==> config.mk <==
export PLATFORM = sky130hd
export DESIGN_NAME = register_file_flat
export DESIGN_NICKNAME = d
export VERILOG_FILES = /design/src/rtl/register_file_pkg.sv /design/src/rtl/register_file_if.sv /design/src/rtl/register_file.sv /design/src/flat_wrapper.sv
export SDC_FILE = /design/constraint.sdc
export NUM_CORES = 1
export LEC_CHECK = 0
export ABC_AREA = 1
export ABC_CLOCK_PERIOD_IN_PS = 1300
export CAP_MARGIN = 30
export CORE_ASPECT_RATIO = 0.7
export CORE_MARGIN = 10
export CORE_UTILIZATION = 45
export CTS_CLUSTER_SIZE = 24
export DETAILED_ROUTE_END_ITERATION = 6
export PLACE_DENSITY = 0.69
export SETUP_SLACK_MARGIN = 0.2
export SYNTH_ARGS = -nofsm -noshare
export SYNTH_HDL_FRONTEND = slang
export SYNTH_SLANG_ARGS = --single-unit
==> constraint.sdc <==
create_clock -name clk -period 1.3 [get_ports clk]
set_clock_uncertainty 0.2 [all_clocks]
set_input_delay 0.195 -clock clk [delete_from_list [all_inputs] [get_ports clk]]
set_output_delay 0.195 -clock clk [all_outputs]
set_load 0.02 [all_outputs]
==> src/rtl/register_file_pkg.sv <==
// Shared sizing and types for the datapath register file.
// Decode, datapath and bench all take their widths from here.
package register_file_pkg;

  localparam int unsigned DEFAULT_DATA_WIDTH = 8;
  localparam int unsigned DEFAULT_ADDR_WIDTH = 2;
  localparam int unsigned REG_COUNT          = 2 ** DEFAULT_ADDR_WIDTH;

  typedef logic [DEFAULT_ADDR_WIDTH-1:0] reg_idx_t;
  typedef logic [DEFAULT_DATA_WIDTH-1:0] reg_data_t;

endpackage

==> src/rtl/register_file_if.sv <==
// Register file access bus: two read indices, one write port sharing index A.
// The master is the core's decode/result path; the slave is the register file.
interface register_file_if
  import register_file_pkg::*;
#(
  parameter int unsigned DATA_WIDTH = DEFAULT_DATA_WIDTH,
  parameter int unsigned ADDR_WIDTH = DEFAULT_ADDR_WIDTH
);

  logic [ADDR_WIDTH-1:0] address_a;
  logic [ADDR_WIDTH-1:0] address_b;
  logic                  write_enable;
  logic [DATA_WIDTH-1:0] write_data;
  logic [DATA_WIDTH-1:0] data_a;
  logic [DATA_WIDTH-1:0] data_b;

  modport master (
    output address_a,
    output address_b,
    output write_enable,
    output write_data,
    input  data_a,
    input  data_b
  );

  modport slave (
    input  address_a,
    input  address_b,
    input  write_enable,
    input  write_data,
    output data_a,
    output data_b
  );

endinterface

==> src/rtl/register_file.sv <==
// Multi-ported register file: two combinational read ports, one synchronous
// write port addressed by read index A. Asynchronous active-high reset.
module register_file
  import register_file_pkg::*;
#(
  parameter int unsigned           DATA_WIDTH  = DEFAULT_DATA_WIDTH,
  parameter int unsigned           ADDR_WIDTH  = DEFAULT_ADDR_WIDTH,
  parameter logic [DATA_WIDTH-1:0] RESET_VALUE = '0
) (
  input logic           clk,
  input logic           reset,
  register_file_if.slave bus
);

  localparam int unsigned RegCount = 2 ** ADDR_WIDTH;

  logic [DATA_WIDTH-1:0] regs_q [RegCount];
  logic [DATA_WIDTH-1:0] regs_d [RegCount];

  // Only the entry at address_a may change; all others hold.
  always_comb begin
    for (int i = 0; i < RegCount; i++) begin
      regs_d[i] = regs_q[i];
    end
    if (bus.write_enable) begin
      regs_d[bus.address_a] = bus.write_data;
    end
  end

  always_ff @(posedge clk or posedge reset) begin
    if (reset) begin
      for (int i = 0; i < RegCount; i++) begin
        regs_q[i] <= RESET_VALUE;
      end
    end else begin
      for (int i = 0; i < RegCount; i++) begin
        regs_q[i] <= regs_d[i];
      end
    end
  end

  // No write-through bypass: reads see the old value until the write edge.
  always_comb begin
    bus.data_a = regs_q[bus.address_a];
    bus.data_b = regs_q[bus.address_b];
  end

endmodule

==> src/flat_wrapper.sv <==
// flat-port wrapper written by rule: the top's interface ports become plain ports
module register_file_flat import register_file_pkg::*;
#(
  parameter int unsigned           DATA_WIDTH  = DEFAULT_DATA_WIDTH,
  parameter int unsigned           ADDR_WIDTH  = DEFAULT_ADDR_WIDTH,
  parameter logic [DATA_WIDTH-1:0] RESET_VALUE = '0
)
  (clk, reset, bus_address_a, bus_address_b, bus_write_enable, bus_write_data, bus_data_a, bus_data_b);
  register_file_if #(.DATA_WIDTH(DATA_WIDTH), .ADDR_WIDTH(ADDR_WIDTH)) bus_i ();
  input logic clk;
  input logic reset;
  input wire logic [$bits(bus_i.address_a)-1:0] bus_address_a;
  input wire logic [$bits(bus_i.address_b)-1:0] bus_address_b;
  input wire logic [$bits(bus_i.write_enable)-1:0] bus_write_enable;
  input wire logic [$bits(bus_i.write_data)-1:0] bus_write_data;
  output wire logic [$bits(bus_i.data_a)-1:0] bus_data_a;
  output wire logic [$bits(bus_i.data_b)-1:0] bus_data_b;
  assign bus_i.address_a = bus_address_a;
  assign bus_i.address_b = bus_address_b;
  assign bus_i.write_enable = bus_write_enable;
  assign bus_i.write_data = bus_write_data;
  assign bus_data_a = bus_i.data_a;
  assign bus_data_b = bus_i.data_b;
  register_file #(.DATA_WIDTH(DATA_WIDTH), .ADDR_WIDTH(ADDR_WIDTH), .RESET_VALUE(RESET_VALUE)) u_core (.clk(clk), .reset(reset), .bus(bus_i));
endmodule
==> reports/results.ini <==
[run_status]
run_status=finished, violations left
violations=negative setup slack

[yosys]
synthCells=312
synth_common_cells=nand2_1 (169), inv_1 (43), nand3_1 (41)
ys_async_sr_fraction=1.00
synth.ff_latch_count=32
synth_most_common_cell=nand2_1
synth_top_area_frac=0.410
yosysUniqueCellTypes=12
synth_top_cell_by_area=dfrtp_1
synth-seq-area-share=0.410
syn_nets=327
ys_warn_count=0
synth-edff-count=0
netlist_top_cells_area=dfrtp_1 (41%), nand2_1 (32%), nand3_1 (11%)
netlist_area_mm2=0.00195
synth_flop_cell=dfrtp_1
syn_area_per_cell_um2=6.26

[place]
io_buffers=30
dp.cells=415
dp_hpwl_mm=4.39
gp_congestion=0.856

[detailed_routing]
firstDrtPassIters=5
via_per_inst=5.14
drc=0
antenna_left=0
drt_iter0_markers=229
wl_per_cell_um=15.6
routed_wl_mm=6.84
vias=2258

[setup_path]
timing_worst_setup_path_type=flip-flop to output pin
startpoint_type=flip-flop
required_ps=900
worst-path-max-fanout=3
cp.arrival_ps=1120
end_kind=output pin

[clocking]
htreeDepth=2
clkTransAtPathRegs_ps=60
holdBufCountCts=0
clkSinkCount=32
cts_tree=built
cts-root-buf=clkbuf_8
worstSkewPairLatency_ps=290
clock_path_buffers=2
cts_buffers=5

[grt]
antenna_found_initial=0
track_usage=0.177
grt_pass1_wl_mm=10.5
overflow=0
grt_max_degree=33
first_global_vias=2053

[timing]
fin_crit_sh=1.16
min_period_ps=1510
fmax_mhz=661
fin_ws_ps=-212
rsz0062_at_grt=true
setup_viol=16
worstMarginPinSlew_ps=235
slew_headroom=0.843
drv_slew=0
hold_viol=0

[die]
initial_core_util=0.483
die_w_um=98.7
coreArea_mm2=0.00404
fp.dieH_um=75.1
dieArea_mm2=0.00741
row_count=19
io_pins=31

[min_path]
worst_hold_path_type=input pin to asynchronous set/reset pin

[pwr]
power_leakage_nw=1.70
power_density_mw_per_mm2=1110
ir_drop_mv=0.734

[final_layout]
area_delta_synth_final_pct=54.0
final_cells=439
drive_gt1_frac=0.305
final.fill_count=322
largest_reg_flops=32
diodes=0
regMostFlops=u_core.regs_q
fin_util=0.744
nets=401
top_regs=u_core.regs_q x32

[run]
maxCapViolCount=0

-- path summary, 6_finish.rpt --
path                                          startpoint                       endpoint  slack (ps)  cells after the start
max                         u_core.regs_q[6]$_DFFE_PP0P_                  bus_data_b[6]        -210                      5
min                                                reset  u_core.regs_q[25]$_DFFE_PP0P_          40                      3
max reg2reg                 u_core.regs_q[6]$_DFFE_PP0P_   u_core.regs_q[6]$_DFFE_PP0P_         190                      4
min reg2reg                u_core.regs_q[27]$_DFFE_PP0P_  u_core.regs_q[27]$_DFFE_PP0P_         310                      2
max in group asynchronous                          reset   u_core.regs_q[5]$_DFFE_PP0P_         680                      3
min in group clk                        bus_write_enable  u_core.regs_q[10]$_DFFE_PP0P_         210                      4
-- report_power, final --
part | internal (mW) | switching, mW | leakage (nW)
registers | 1.16 | 0.143 | 0.399
logic | 0.600 | 0.659 | 1.26
clock network | 0.431 | 0.356 | 0.0455
-- timing repair --
| item | in CTS | in global routing |
|---|---|---|
| setup endpoints to repair | 48 | 48 |
| pin swaps | 31 | 25 |
| cloned | 1 | 1 |
| resized for setup | 118 | 38 |
| setup buffers | 8 | 6 |
-- cell usage in the layout, fill, tap and decap left out, types with 6 or more instances in the layout --
cell and count:
inv_1 41, nand2_2 19, buf_4 31, nand3_2 15, buf_6 29, clkdlybuf4s50_1 9
nand3_1 27, nand2_1 149, o21ai_1 7, dfrtp_1 32, clkbuf_8 6
-- kinds of logic (layout without fill, tap and decap cells) --
kind of cell,Yosys count,in the layout,share of synthesized area
buffers and inverters,57,132,0.117
AOI/OAI and AO/OA,8,8,0.0205
and+or+nand+nor,215,215,0.453
DFF,32,32,0.410
-- critical path: stages (launching register included) --
cell and delay, ps:
dfrtp_1 430, inv_1 80, nand2_1 70, nand3_2 70, nand2_2 50, buf_6 120
-- metal layers --
| layer | GRT usage | vias to the layer above | wire length, um |
|---|---|---|---|
| li1 | - | 1086 | - |
| met1 | 0.229 | 1026 | 2990 |
| met2 | 0.278 | 123 | 3050 |
| met3 | 0.0503 | 23 | 662 |
| met4 | 0.0650 | 0 | 137 |
| met5 | 0 | - | 0 |
-- through the flow --
step	worst slack (ps)	power [mW]	setup TNS (ps)	hold WS, ps	area, um^2
2_1_floorplan	199	1.88	0	111	2040
3_3_place_gp	-894	2.31	-29700	283	2570
3_5_place_dp	-917	2.33	-30730	287	2570
4_1_cts	-190	3.21	-2590	50.2	2800
5_1_grt	-274	3.53	-3620	77.7	3010
6_report	-212	3.35	-2760	39.6	3010
-- cell type report --
type	instances	area, um^2	area share
clock buffers	8	90.1	0.0300
multi-input cells	223	1060	0.354
flip-flops and latches	32	801	0.266
inverters	45	176	0.0587
well taps	52	65.1	0.0216
repair buffers	79	810	0.269
Note: power is estimated with default switching activity, not from simulation.
